==> config.mk <==
export PLATFORM = sky130hd
export DESIGN_NAME = weight_addr_gen_flat
export DESIGN_NICKNAME = d
export VERILOG_FILES = /design/src/rtl/ecg_acc_pkg.sv /design/src/rtl/weight_addr_gen_if.sv /design/src/rtl/weight_skew_pipe.sv /design/src/rtl/weight_addr_gen.sv /design/src/flat_wrapper.sv
export SDC_FILE = /design/constraint.sdc
export NUM_CORES = 1
export LEC_CHECK = 0
export ABC_AREA = 0
export ABC_CLOCK_PERIOD_IN_PS = 4600
export CAP_MARGIN = 20
export CORE_UTILIZATION = 54
export CTS_CLUSTER_DIAMETER = 100
export DETAILED_ROUTE_END_ITERATION = 8
export GPL_TIMING_DRIVEN = 0
export PLACE_DENSITY_LB_ADDON = 0.15
export SLEW_MARGIN = 25
export SYNTH_ARGS = -nofsm -noshare
export SYNTH_HDL_FRONTEND = slang
export SYNTH_HIERARCHICAL = 1
export SYNTH_SLANG_ARGS = --single-unit
==> constraint.sdc <==
create_clock -name clk_cal -period 4.6 [get_ports clk_cal]
set_input_delay 1.38 -clock clk_cal [delete_from_list [all_inputs] [get_ports clk_cal]]
set_output_delay 1.38 -clock clk_cal [all_outputs]
set_load 0.03 [all_outputs]
==> src/rtl/ecg_acc_pkg.sv <==
// Shared definitions for the accelerator weight path: widths and the
// weight address sequencer state encoding.
package ecg_acc_pkg;

    localparam int unsigned WT_AW   = 11;
    localparam int unsigned NUM_COL = 8;
    localparam int unsigned KKM_W   = 9;
    localparam int unsigned REP_W   = 10;
    localparam int unsigned NT_W    = 6;

    typedef enum logic [1:0] {
        ST_IDLE,
        ST_RUN,
        ST_DRAIN,
        ST_DONE
    } wag_state_e;

endpackage

==> src/rtl/weight_addr_gen_if.sv <==
// Control, configuration and per-column read port bundle between the layer
// controller (master) and the weight address sequencer (slave).
interface weight_addr_gen_if;
    import ecg_acc_pkg::*;

    logic             start;
    logic             stall;
    logic [WT_AW-1:0] cfg_base;
    logic [KKM_W-1:0] cfg_kkm;
    logic [REP_W-1:0] cfg_rep;
    logic [NT_W-1:0]  cfg_nt;

    logic [WT_AW-1:0] wt_C0_addr, wt_C1_addr, wt_C2_addr, wt_C3_addr;
    logic [WT_AW-1:0] wt_C4_addr, wt_C5_addr, wt_C6_addr, wt_C7_addr;
    logic wt_C0_O_vld, wt_C1_O_vld, wt_C2_O_vld, wt_C3_O_vld;
    logic wt_C4_O_vld, wt_C5_O_vld, wt_C6_O_vld, wt_C7_O_vld;
    logic busy;
    logic done;

    modport master (
        output start, stall, cfg_base, cfg_kkm, cfg_rep, cfg_nt,
        input  wt_C0_addr, wt_C1_addr, wt_C2_addr, wt_C3_addr,
               wt_C4_addr, wt_C5_addr, wt_C6_addr, wt_C7_addr,
               wt_C0_O_vld, wt_C1_O_vld, wt_C2_O_vld, wt_C3_O_vld,
               wt_C4_O_vld, wt_C5_O_vld, wt_C6_O_vld, wt_C7_O_vld,
               busy, done
    );

    modport slave (
        input  start, stall, cfg_base, cfg_kkm, cfg_rep, cfg_nt,
        output wt_C0_addr, wt_C1_addr, wt_C2_addr, wt_C3_addr,
               wt_C4_addr, wt_C5_addr, wt_C6_addr, wt_C7_addr,
               wt_C0_O_vld, wt_C1_O_vld, wt_C2_O_vld, wt_C3_O_vld,
               wt_C4_O_vld, wt_C5_O_vld, wt_C6_O_vld, wt_C7_O_vld,
               busy, done
    );

endinterface

==> src/rtl/weight_skew_pipe.sv <==
// Enable-gated diagonal skew for {valid, address}: column i is column 0
// delayed by i enabled cycles; column 0 passes straight through.
module weight_skew_pipe #(
    parameter int unsigned NUM_COL = 8,
    parameter int unsigned AW      = 11
) (
    input  logic                         clk_cal,
    input  logic                         rst_cal_n,
    input  logic                         en,
    input  logic                         in_vld,
    input  logic [AW-1:0]                in_addr,
    output logic [NUM_COL-1:0]           vld,
    output logic [NUM_COL-1:0][AW-1:0]   addr
);

    logic [NUM_COL-1:1]         vld_q;
    logic [NUM_COL-1:1][AW-1:0] addr_q;

    assign vld  = {vld_q, in_vld};
    assign addr = {addr_q, in_addr};

    always_ff @(posedge clk_cal or negedge rst_cal_n) begin
        if (!rst_cal_n) begin
            vld_q  <= '0;
            addr_q <= '0;
        end else if (en) begin
            vld_q  <= vld[NUM_COL-2:0];
            addr_q <= addr[NUM_COL-2:0];
        end
    end

endmodule

==> src/rtl/weight_addr_gen.sv <==
// Weight buffer read-address sequencer: walks kkm elements x rep reuses x nt
// groups and fans the column-0 stream out diagonally across the PE columns.
module weight_addr_gen #(
    parameter int unsigned WT_AW   = ecg_acc_pkg::WT_AW,
    parameter int unsigned NUM_COL = ecg_acc_pkg::NUM_COL,
    parameter int unsigned KKM_W   = ecg_acc_pkg::KKM_W
) (
    input  logic              clk_cal,
    input  logic              rst_cal_n,
    weight_addr_gen_if.slave  wif
);
    import ecg_acc_pkg::*;

    localparam int unsigned DRN_W = $clog2(NUM_COL);
    localparam logic [DRN_W-1:0] DRN_LAST = DRN_W'(NUM_COL - 2);

    wag_state_e       state;
    logic [KKM_W-1:0] kkm_s;
    logic [REP_W-1:0] rep_s;
    logic [NT_W-1:0]  nt_s;
    logic [KKM_W-1:0] e_q;
    logic [REP_W-1:0] r_q;
    logic [NT_W-1:0]  g_q;
    logic [WT_AW-1:0] grp_base;
    logic [DRN_W-1:0] drn_q;
    logic             run_q;
    logic             busy_q;
    logic             done_q;

    logic                           cfg_zero;
    logic [WT_AW-1:0]               c0_addr;
    logic                           pipe_en;
    logic [NUM_COL-1:0]             col_vld;
    logic [NUM_COL-1:0][WT_AW-1:0]  col_addr;

    assign cfg_zero = (wif.cfg_kkm == '0) || (wif.cfg_rep == '0) || (wif.cfg_nt == '0);
    assign c0_addr  = grp_base + WT_AW'(e_q);
    assign pipe_en  = ~wif.stall;

    always_ff @(posedge clk_cal or negedge rst_cal_n) begin
        if (!rst_cal_n) begin
            state    <= ST_IDLE;
            kkm_s    <= '0;
            rep_s    <= '0;
            nt_s     <= '0;
            e_q      <= '0;
            r_q      <= '0;
            g_q      <= '0;
            grp_base <= '0;
            drn_q    <= '0;
            run_q    <= 1'b0;
            busy_q   <= 1'b0;
            done_q   <= 1'b0;
        end else begin
            case (state)
                ST_IDLE: begin
                    if (wif.start) begin
                        kkm_s    <= wif.cfg_kkm;
                        rep_s    <= wif.cfg_rep;
                        nt_s     <= wif.cfg_nt;
                        grp_base <= wif.cfg_base;
                        e_q      <= '0;
                        r_q      <= '0;
                        g_q      <= '0;
                        drn_q    <= '0;
                        if (cfg_zero) begin
                            state  <= ST_DONE;
                            done_q <= 1'b1;
                        end else begin
                            state  <= ST_RUN;
                            run_q  <= 1'b1;
                            busy_q <= 1'b1;
                        end
                    end
                end
                ST_RUN: begin
                    // e innermost, r middle, g outermost; grp_base steps by kkm per group
                    if (!wif.stall) begin
                        if (e_q == kkm_s - KKM_W'(1)) begin
                            e_q <= '0;
                            if (r_q == rep_s - REP_W'(1)) begin
                                r_q <= '0;
                                if (g_q == nt_s - NT_W'(1)) begin
                                    g_q   <= '0;
                                    state <= ST_DRAIN;
                                    run_q <= 1'b0;
                                end else begin
                                    g_q      <= g_q + NT_W'(1);
                                    grp_base <= grp_base + WT_AW'(kkm_s);
                                end
                            end else begin
                                r_q <= r_q + REP_W'(1);
                            end
                        end else begin
                            e_q <= e_q + KKM_W'(1);
                        end
                    end
                end
                ST_DRAIN: begin
                    if (!wif.stall) begin
                        if (drn_q == DRN_LAST) begin
                            drn_q  <= '0;
                            state  <= ST_DONE;
                            busy_q <= 1'b0;
                            done_q <= 1'b1;
                        end else begin
                            drn_q <= drn_q + DRN_W'(1);
                        end
                    end
                end
                ST_DONE: begin
                    state  <= ST_IDLE;
                    done_q <= 1'b0;
                end
                default: begin
                    state  <= ST_IDLE;
                    run_q  <= 1'b0;
                    busy_q <= 1'b0;
                    done_q <= 1'b0;
                end
            endcase
        end
    end

    weight_skew_pipe #(
        .NUM_COL (NUM_COL),
        .AW      (WT_AW)
    ) u_skew (
        .clk_cal   (clk_cal),
        .rst_cal_n (rst_cal_n),
        .en        (pipe_en),
        .in_vld    (run_q),
        .in_addr   (c0_addr),
        .vld       (col_vld),
        .addr      (col_addr)
    );

    assign wif.wt_C0_addr = col_addr[0];
    assign wif.wt_C1_addr = col_addr[1];
    assign wif.wt_C2_addr = col_addr[2];
    assign wif.wt_C3_addr = col_addr[3];
    assign wif.wt_C4_addr = col_addr[4];
    assign wif.wt_C5_addr = col_addr[5];
    assign wif.wt_C6_addr = col_addr[6];
    assign wif.wt_C7_addr = col_addr[7];

    // stalled cycles must not issue reads even though the pipe holds its valids
    assign wif.wt_C0_O_vld = col_vld[0] & ~wif.stall;
    assign wif.wt_C1_O_vld = col_vld[1] & ~wif.stall;
    assign wif.wt_C2_O_vld = col_vld[2] & ~wif.stall;
    assign wif.wt_C3_O_vld = col_vld[3] & ~wif.stall;
    assign wif.wt_C4_O_vld = col_vld[4] & ~wif.stall;
    assign wif.wt_C5_O_vld = col_vld[5] & ~wif.stall;
    assign wif.wt_C6_O_vld = col_vld[6] & ~wif.stall;
    assign wif.wt_C7_O_vld = col_vld[7] & ~wif.stall;

    assign wif.busy = busy_q;
    assign wif.done = done_q;

endmodule

==> src/flat_wrapper.sv <==
// flat-port wrapper written by rule: the top's interface ports become plain ports
module weight_addr_gen_flat import ecg_acc_pkg::*;
#(
    parameter int unsigned WT_AW   = ecg_acc_pkg::WT_AW,
    parameter int unsigned NUM_COL = ecg_acc_pkg::NUM_COL,
    parameter int unsigned KKM_W   = ecg_acc_pkg::KKM_W
)
  (clk_cal, rst_cal_n, wif_start, wif_stall, wif_cfg_base, wif_cfg_kkm, wif_cfg_rep, wif_cfg_nt, wif_wt_C0_addr, wif_wt_C1_addr, wif_wt_C2_addr, wif_wt_C3_addr, wif_wt_C4_addr, wif_wt_C5_addr, wif_wt_C6_addr, wif_wt_C7_addr, wif_wt_C0_O_vld, wif_wt_C1_O_vld, wif_wt_C2_O_vld, wif_wt_C3_O_vld, wif_wt_C4_O_vld, wif_wt_C5_O_vld, wif_wt_C6_O_vld, wif_wt_C7_O_vld, wif_busy, wif_done);
  weight_addr_gen_if wif_i ();
  input  logic clk_cal;
  input  logic rst_cal_n;
  input wire logic [$bits(wif_i.start)-1:0] wif_start;
  input wire logic [$bits(wif_i.stall)-1:0] wif_stall;
  input wire logic [$bits(wif_i.cfg_base)-1:0] wif_cfg_base;
  input wire logic [$bits(wif_i.cfg_kkm)-1:0] wif_cfg_kkm;
  input wire logic [$bits(wif_i.cfg_rep)-1:0] wif_cfg_rep;
  input wire logic [$bits(wif_i.cfg_nt)-1:0] wif_cfg_nt;
  output wire logic [$bits(wif_i.wt_C0_addr)-1:0] wif_wt_C0_addr;
  output wire logic [$bits(wif_i.wt_C1_addr)-1:0] wif_wt_C1_addr;
  output wire logic [$bits(wif_i.wt_C2_addr)-1:0] wif_wt_C2_addr;
  output wire logic [$bits(wif_i.wt_C3_addr)-1:0] wif_wt_C3_addr;
  output wire logic [$bits(wif_i.wt_C4_addr)-1:0] wif_wt_C4_addr;
  output wire logic [$bits(wif_i.wt_C5_addr)-1:0] wif_wt_C5_addr;
  output wire logic [$bits(wif_i.wt_C6_addr)-1:0] wif_wt_C6_addr;
  output wire logic [$bits(wif_i.wt_C7_addr)-1:0] wif_wt_C7_addr;
  output wire logic [$bits(wif_i.wt_C0_O_vld)-1:0] wif_wt_C0_O_vld;
  output wire logic [$bits(wif_i.wt_C1_O_vld)-1:0] wif_wt_C1_O_vld;
  output wire logic [$bits(wif_i.wt_C2_O_vld)-1:0] wif_wt_C2_O_vld;
  output wire logic [$bits(wif_i.wt_C3_O_vld)-1:0] wif_wt_C3_O_vld;
  output wire logic [$bits(wif_i.wt_C4_O_vld)-1:0] wif_wt_C4_O_vld;
  output wire logic [$bits(wif_i.wt_C5_O_vld)-1:0] wif_wt_C5_O_vld;
  output wire logic [$bits(wif_i.wt_C6_O_vld)-1:0] wif_wt_C6_O_vld;
  output wire logic [$bits(wif_i.wt_C7_O_vld)-1:0] wif_wt_C7_O_vld;
  output wire logic [$bits(wif_i.busy)-1:0] wif_busy;
  output wire logic [$bits(wif_i.done)-1:0] wif_done;
  assign wif_i.start = wif_start;
  assign wif_i.stall = wif_stall;
  assign wif_i.cfg_base = wif_cfg_base;
  assign wif_i.cfg_kkm = wif_cfg_kkm;
  assign wif_i.cfg_rep = wif_cfg_rep;
  assign wif_i.cfg_nt = wif_cfg_nt;
  assign wif_wt_C0_addr = wif_i.wt_C0_addr;
  assign wif_wt_C1_addr = wif_i.wt_C1_addr;
  assign wif_wt_C2_addr = wif_i.wt_C2_addr;
  assign wif_wt_C3_addr = wif_i.wt_C3_addr;
  assign wif_wt_C4_addr = wif_i.wt_C4_addr;
  assign wif_wt_C5_addr = wif_i.wt_C5_addr;
  assign wif_wt_C6_addr = wif_i.wt_C6_addr;
  assign wif_wt_C7_addr = wif_i.wt_C7_addr;
  assign wif_wt_C0_O_vld = wif_i.wt_C0_O_vld;
  assign wif_wt_C1_O_vld = wif_i.wt_C1_O_vld;
  assign wif_wt_C2_O_vld = wif_i.wt_C2_O_vld;
  assign wif_wt_C3_O_vld = wif_i.wt_C3_O_vld;
  assign wif_wt_C4_O_vld = wif_i.wt_C4_O_vld;
  assign wif_wt_C5_O_vld = wif_i.wt_C5_O_vld;
  assign wif_wt_C6_O_vld = wif_i.wt_C6_O_vld;
  assign wif_wt_C7_O_vld = wif_i.wt_C7_O_vld;
  assign wif_busy = wif_i.busy;
  assign wif_done = wif_i.done;
  weight_addr_gen #(.WT_AW(WT_AW), .NUM_COL(NUM_COL), .KKM_W(KKM_W)) u_core (.clk_cal(clk_cal), .rst_cal_n(rst_cal_n), .wif(wif_i));
endmodule
==> metrics list <==
* Final-report max-slew violation count: 0
- The layout has 1,116 filler cells.
* Design Area, Final: 0.01063 mm²
- TritonCTS buffer count: 17
* Post-detailed-placement cell area: 0.009996 mm²
- Top-area cell type share of the netlist area: 45.82%
* Sequential-to-total area share from yosys stat: 45.82%
- Power spread over the standard cell area amounts to 787.5 mW/mm².
- Nature of the critical path startpoint: input pin
* Clk_lat worst skew: 0.41 ns
- Cells after Synth: 724
- For the pin with the worst max-slew slack, the measured transition is 0.8243 ns.
- Timing-limited maximum frequency: 0.2251 GHz
* RSZ-0062 raised after global routing: no
- The cell area that synthesis handed to floorplanning was 0.008357 mm².
* Synth cell types: 66
- Counting every sink on the clock net gives 153.
* Cell Count, Final, Fillers Out: 1,084
- Async S/R FF share, synth: 100.0%
- A synthesized cell averages 11.54 µm².
- The via count of the first global-routing pass was 6,350.
- Largest fanout on the critical path: 10
- VDD IR max: 0.3132 mV
- Period utilisation layout: 96.57%
* Global-route wire length before repair: 31.85 mm
- For this run, the total global-route usage over all layers was measured as 25.29%.
- For this design, the CTS-stage hold fixing added 0 buffers.
- Data arrival, critical path: 3.06 ns
- Most common cell in the netlist: sky130_fd_sc_hd__dfrtp_1
- Std-Cell Rows: 45
- TritonCTS clock tree: yes
- Via count of the routed design: 6,250
- The biggest area contributor in the post-synthesis netlist is sky130_fd_sc_hd__dfrtp_1.
- From synthesis to final layout, the design area changed by 27.16%.
- In the synthesized netlist, the cells that appear most often are 153 x sky130_fd_sc_hd__dfrtp_1, 60 x sky130_fd_sc_hd__mux2_4, 51 x sky130_fd_sc_hd__mux2_2.
- STA classifies the critical path endpoint as a primary output.
* Vertical die dimension: 126.4 µm
* Setup Total Neg Slack: 0 ns
* Final nets: 955
- Maximum clock skew at final layout: 0.008194 ns
- Final setup vio count: 0
- In this run the number of H-tree levels came out at 4.
* Die width: 126.4 µm
- The first detailed-routing pass took 5 iterations.
* Run status: complete, no violations
* Number of buffer cells added on primary ports: 137
* I/O Pins: 138
- In the routed design, unresolved DRC markers number 0.
- Static leakage: 4.695 nW
- The Yosys step of the flow raised 6 warnings.
* Maximum number of buffers from clock root to sink: 2
- Detailed-route wire length: 19.11 mm
* Critical Setup Path Class: input pin to primary output
* Post-Syn Nets: 795
* Max cap viols: 0
- Dividing the detail-routed wire length by the instance count gives 17.63 µm.
- Initial antenna violation count: 0
* Top cells by area in the synthesized netlist: sky130_fd_sc_hd__dfrtp_1 46%, sky130_fd_sc_hd__mux2_4 11%, sky130_fd_sc_hd__mux2_2 6.9%
* Number of failing hold endpoints at the final stage: 0
- The path class of the tightest hold or removal check is register to register.
* Relative slew slack: 45.05%
* Largest net degree at the start of global routing: 85
* Fraction of layout instances using a drive strength above 1: 22.88%
- Diode count: 0
- After the first detailed-routing iteration, the DRC count stood at 327.
- The tree is rooted in a sky130_fd_sc_hd__clkbuf_16.
* Number of synthesized flops with an enable pin: 0
* DPL Wire Length: 14.29 mm
- Counting I/O delays and the setup requirement, the final critical path takes 4.442 ns.
- Gr ovfl total: 0
* Starting density of the core: 55.18%
- Once placement completed, the tool counted placed cells totaling 1,050.
- Final ANT Viol Nets: 0
* Total die area: 0.01598 mm²
* RD Place Congestion: 0.8759
- The synthesized design contains 153 register bits.
* Post-CTS clock slew at the launch and capture registers of the worst setup and hold paths: 0.06 ns
- Placeable Area: 0.01515 mm²
- In the synthesized netlist the dominant register cell turns out to be sky130_fd_sc_hd__dfrtp_1.
- In the routed layout, each cell is associated on average with a via count of 5.766.
* Required time reported for the critical path endpoint: 3.22 ns
[flip-flops by register name, summed over array words and instances (netlist names)]
signal	cells
u_core/nt_s	6
u_core/r_q	10
u_core/drn_q	3
u_core/grp_base	11
u_core/state	2
u_core/u_skew/vld_q	7
u_core/u_skew/addr	77
u_core/run_q	1
u_core/wif.done	1
u_core/kkm_s	9
u_core/wif.busy	1
u_core/g_q	6
u_core/e_q	9
u_core/rep_s	10
[per-layer routing]
layer | wire length, µm | share of wire (%) | track usage, % | up-vias
li1 | - | - | - | 2928
met3 | 724 | 3.8 | 3.796 | 33
met5 | 0 | 0 | 0 | -
met2 | 9447 | 49 | 43.68 | 200
met4 | 459 | 2.4 | 9.568 | 0
met1 | 8480 | 44 | 32.21 | 3089
[timing repair]
item                                    in CTS  in global routing
cloned                                       0                  0
setup buffers                                2                  1
resized for setup                           12                  8
pin swaps                                    1                  4
endpoints found under the setup margin       4                  5
[stage by stage]
step	power, mW	util [%]	hold slack, ns	setup slack (ns)
2_1_floorplan	5.435	-	0.4727	0.8652
3_3_place_gp	6.788	65.78	0.4883	-3.884
3_5_place_dp	6.953	66.00	0.4931	-0.2941
4_1_cts	8.389	70.09	0.5076	0.01145
5_1_grt	8.858	70.16	0.5209	0.001358
6_report	8.368	70.16	0.5053	0.1577
[cell type report]
type | count | area [µm²] | area share, %
well taps | 188 | 235.2 | 2.214
clock buffers | 19 | 452.9 | 4.262
plain buffers | 39 | 264.0 | 2.484
inverters | 30 | 112.6 | 1.060
repair buffers | 141 | 1420 | 13.36
multi-input cells | 502 | 4170 | 39.24
flip-flops and latches | 153 | 3831 | 36.05
clock inverters | 12 | 140.1 | 1.319
[critical path, cell delays in order]
cell and delay, ns:
sky130_fd_sc_hd__clkdlybuf4s50_1 0.53, sky130_fd_sc_hd__clkbuf_1 0.43, sky130_fd_sc_hd__nor2b_1 0.10, sky130_fd_sc_hd__clkdlybuf4s50_1 0.62
[cells by family (layout without fill, tap and decap cells)]
family | count (synthesis) | in the layout | synth area share, %
and+or+nand+nor | 175 | 175 | 11.65
DFF | 153 | 153 | 45.82
AOI/OAI and AO/OA | 134 | 134 | 10.14
muxes | 114 | 114 | 18.01
buffers and inverters | 69 | 241 | 4.507
xor gates and xnor gates | 47 | 47 | 4.926
adders and majority gates | 32 | 32 | 4.956
[layout by cell type (no fill, tap or decap), drive strengths merged, types with 4 or more instances in the layout]
| cell type | n |
|---|---|
| and3 | 9 |
| clkdlybuf4s50 | 132 |
| a21o | 7 |
| nand3 | 29 |
| dfrtp | 153 |
| nor4 | 9 |
| nor3 | 11 |
| o21ai | 45 |
| xnor2 | 29 |
| nand4 | 11 |
| xor2 | 18 |
| clkinv | 6 |
| buf | 33 |
| or2 | 5 |
| mux2 | 111 |
| nand2b | 7 |
| o22ai | 16 |
| nand2 | 31 |
| ha | 29 |
| a21oi | 22 |
| nand4b | 4 |
| inv | 34 |
| nor2b | 17 |
| o2bb2ai | 4 |
| a21boi | 4 |
| clkbuf | 32 |
| a31oi | 6 |
| o31ai | 5 |
| nor2 | 31 |
[worst paths after layout]
| check | from | endpoint | depth (start not counted) | slack (ns) |
|---|---|---|---|---|
| setup reg to reg | u_core/kkm_s[1] | u_core/g_q[5] | 11 | 1.40 |
| max in group asynchronous | rst_cal_n | u_core/r_q[4] | 2 | 2.87 |
| min in group asynchronous | rst_cal_n | u_core/u_skew/addr[71] | 1 | 0.92 |
| setup / recovery | wif_stall | wif_wt_C0_O_vld | 4 | 0.16 |
| hold / removal | u_core/u_skew/vld_q[7] | u_core/u_skew/vld_q[7] | 1 | 0.51 |
| hold reg to reg | u_core/u_skew/vld_q[7] | u_core/u_skew/vld_q[7] | 1 | 0.51 |
[power by group]
| group | switching, mW | internal (mW) |
|---|---|---|
| Combinational | 2.36 | 2.13 |
| Clock | 0.560 | 0.833 |
| Sequential | 0.572 | 1.91 |
Power figures use the tool's default switching activity.
==> RTL edit 1: new RTL, same flow settings <==
Change the package constant `KKM_W` from 9 to 18.
--- a/src/rtl/ecg_acc_pkg.sv
+++ b/src/rtl/ecg_acc_pkg.sv
@@ -6,3 +6,3 @@
     localparam int unsigned NUM_COL = 8;
-    localparam int unsigned KKM_W   = 9;
+    localparam int unsigned KKM_W   = 18;
     localparam int unsigned REP_W   = 10;
Ports: changed (resized wif_cfg_kkm); port bits go from 138 to 147. The function was not compared with the original's and may differ.
==> RTL edit 1 against the unedited design <==
Clock power up 7%; sequential cell count up 18; total power increased by 13%; synthesized area rose by 15%; non-clock buffer count is 9 higher; final area is 14% higher; routed wire length rose by 12%; worst setup slack gained 0.0050 ns; largest cell class unchanged.
==> RTL edit 1: results <==
metrics = {
    "setup_path": {
        "regToRegSetupSlack_ns": 0.90,
        "max_stage_delay_ns": 0.40,
        "crit_fanout": 2,
        "crit_family": "compound AO/OA/AOI/OAI gates",
        "crit_path_start": "u_core/e_q[0]",
    },
    "finish": {
        "buf_share_pct": 14.8,
        "num-fill-cells": 1322,
        "seq_cell_count": 171,
        "nNonClkBuffers": 189,
        "multiInputGateArea_um2": 4990,
        "syn_to_final_growth_pct": 25.7,
        "seq_share_pct": 35.5,
        "drive_above_1_share_pct": 21.7,
        "clk_share_pct": 5.09,
    },
    "synth": {
        "synth-compound-area-share_pct": 8.74,
        "yosysSeqAreaShare_pct": 44.5,
        "yosys.cell_types.count": 68,
        "synthAdderAreaFrac_pct": 4.45,
        "yosys-top-cells-area": "dfrtp_1 45%, mux2_4 11%, mux2_2 8.0%",
        "muxShareOfSynthArea_pct": 19.2,
        "syn_nets": 923,
    },
    "place": {
        "dp_slack_ns": -0.627,
        "dpl_cell_area_um2": 11400,
        "placed_cells": 1214,
    },
    "route": {
        "drt-vias-per-instance": 5.74,
        "drt-total-wl_um": 21400,
        "vias": 7168,
    },
    "worst_hold_path": {
        "min_to": "u_core/u_skew/addr[86]",
        "min-delay-start": "u_core/u_skew/addr[86]",
    },
    "sta": {
        "hold_ws_ns": 0.507,
        "clock_skew_ns": 0.0113,
    },
    "global_route": {
        "grt_first_pass_wirelength_um": 35100,
        "grt_pass1_vias": 6750,
        "grt_use_met1_pct": 33.4,
    },
    "power": {
        "switchingPower_uw": 3940,
        "leakagePower_uw": 0.00524,
        "ir_drop_v": 0.000457,
    },
    "run_status": {
        "outcome": "finished clean",
    },
    "floorplanning": {
        "num_rows": 48,
    },
}
[RTL edit 1: logic make-up (layout without fill, tap and decap cells)]
family                   count (synthesis)  after routing
multiplexers                           141            141
adder cells (fa/ha/maj)                 33             33
XOR/XNOR                                63             63
AND/OR/NAND/NOR                        233            233
AO/OA/AOI/OAI                          129            129
flip-flops                             171            171
buffers and inverters                   71            253
[RTL edit 1: power by group through the flow]
stage	Clock, uW	Combinational, uW	Sequential (uW)
global placement	0	5010	2760
global route	1580	5550	2860
detailed placement	0	5110	2790
finish	1490	5180	2770
floorplan	0	2910	3310
CTS	1520	5170	2770
[RTL edit 1: layer usage]
metal	wire length (um)	share of wire [%]
met1	9980	47
met2	10300	48
met3	869	4.1
met4	302	1.4
met5	0	0
[RTL edit 1: what timing repair did]
action | 4_1_cts | 5_1_grt
resized for setup | 19 | 9
buffers inserted | 1 | 1
pin swaps | 3 | 4
endpoints found under the setup margin | 5 | 4
==> RTL edit 2: new RTL, same flow settings <==
Made on the original files. Re-encode `wag_state_e` (4 states) as one-hot, 4 bits wide.
--- a/src/rtl/ecg_acc_pkg.sv
+++ b/src/rtl/ecg_acc_pkg.sv
@@ -10,7 +10,7 @@
 
-    typedef enum logic [1:0] {
-        ST_IDLE,
-        ST_RUN,
-        ST_DRAIN,
-        ST_DONE
+    typedef enum logic [3:0] {
+        ST_IDLE  = 4'b0001,
+        ST_RUN   = 4'b0010,
+        ST_DRAIN = 4'b0100,
+        ST_DONE  = 4'b1000
     } wag_state_e;
Function: same outputs for any inputs over 4 cycles, from zero or initial values and one cycle with rst_cal_n low; so few cycles prove little.
==> RTL edit 2 against the unedited design <==
Final area up 1.2%; global-route usage is 0.65 points higher; worst setup slack worse by 0.063 ns; routed wire length rose by 5.3%; clock power increased by 3%; first-iteration DRC count up 12%; total power down 0.18%; synthesized area is 1.1% higher; final cell count rose by 4.8%; sequential power is 2% higher; sequential cell count increased by 2; critical path type unchanged; critical endpoint is now wif_wt_C5_O_vld.
==> RTL edit 2: results <==
metrics = {
    "run_status": {
        "outcome": "finished clean",
    },
    "worst_hold_path": {
        "min_to": "u_core/g_q[5]",
        "min-delay-start": "u_core/g_q[5]",
    },
    "place": {
        "gp_congestion": 0.846,
        "dpl.hpwl_um": 14700,
        "dpl_cell_area_um2": 10100,
        "placed_cells": 1102,
    },
    "synth": {
        "synth.top_cells.by_count": "154 x dfrtp_1, 60 x mux2_4, 55 x nand2_1",
        "synth_xor_xnor_area_share_pct": 4.46,
        "yosys.cell_types.count": 68,
        "synthAdderAreaFrac_pct": 4.03,
        "yosys-top-cells-area": "dfrtp_1 46%, mux2_4 11%, mux2_2 6.7%",
        "syn_nets": 819,
        "muxShareOfSynthArea_pct": 17.3,
        "syn_inst": 753,
        "yosysSeqAreaShare_pct": 45.9,
    },
    "sta": {
        "period_needed_ns": 4.51,
        "clock_skew_ns": 0.00633,
        "worst_pin_slew_ns": 0.900,
    },
    "finish": {
        "seq_share_pct": 36.1,
        "multiInputGateArea_um2": 4230,
        "seq_cell_count": 155,
        "num-fill-cells": 1107,
        "syn_to_final_growth_pct": 27.2,
        "buf_share_pct": 15.9,
        "inv_count": 19,
        "fin_nets": 978,
        "multi_input_cells": 537,
        "drive_above_1_share_pct": 21.7,
        "nNonClkBuffers": 182,
    },
    "power": {
        "clkPwrFrac_pct": 17.1,
        "leakagePower_uw": 0.00469,
        "ir_drop_v": 0.000358,
        "seqPwrFrac_pct": 30.4,
    },
    "route": {
        "dr_wl_met3_um": 860,
        "vias": 6492,
        "wl_met2_um": 10200,
        "drt-met1-wl_um": 8730,
    },
    "global_route": {
        "track_usage_pct": 25.9,
        "use_met2_pct": 45.2,
        "grt_use_met1_pct": 33.1,
        "grt_first_pass_wirelength_um": 32700,
        "met3_usage_pct": 4.02,
    },
    "setup_path": {
        "regToRegEndpoint": "u_core/grp_base[2]",
        "arrival_ns": 3.13,
        "endpoint": "wif_wt_C5_O_vld",
    },
    "cts": {
        "cts_setup_buffers": 0,
    },
}
RTL edit 2: cell types whose count changed after synthesis, sizes merged, moves of 6 or more:
| cell | delta |
|---|---|
| o31ai | +9 |
| inv | -11 |
| nor2 | +16 |
| o22ai | -13 |
| nand3 | -6 |
| xnor2 | -7 |
| a21oi | +10 |
| nand2 | +25 |
RTL edit 2: worst reg2reg max path: stages, from the launching register on:
cell     delay (ns)
dfrtp_1        0.45
inv_1          0.14
ha_1           0.23
nor3b_1        0.61
xor2_1         0.15
o22a_2         0.26
a32oi_1        0.37
nand4_1        0.23
a21oi_2        0.26
buf_2          0.26
nor2_1         0.06
a31oi_1        0.15
RTL edit 2: metrics by stage:
step	hold slack [ns]	setup TNS, ns	power, uW	setup WS, ns
global route	0.536	0	8830	0.0118
finish	0.507	0	8350	0.0944
floorplan	0.465	0	5370	0.970
CTS	0.502	0	8370	0.00556
detailed placement	0.489	-0.200	6890	-0.200
global placement	0.484	-600.67	6720	-3.90
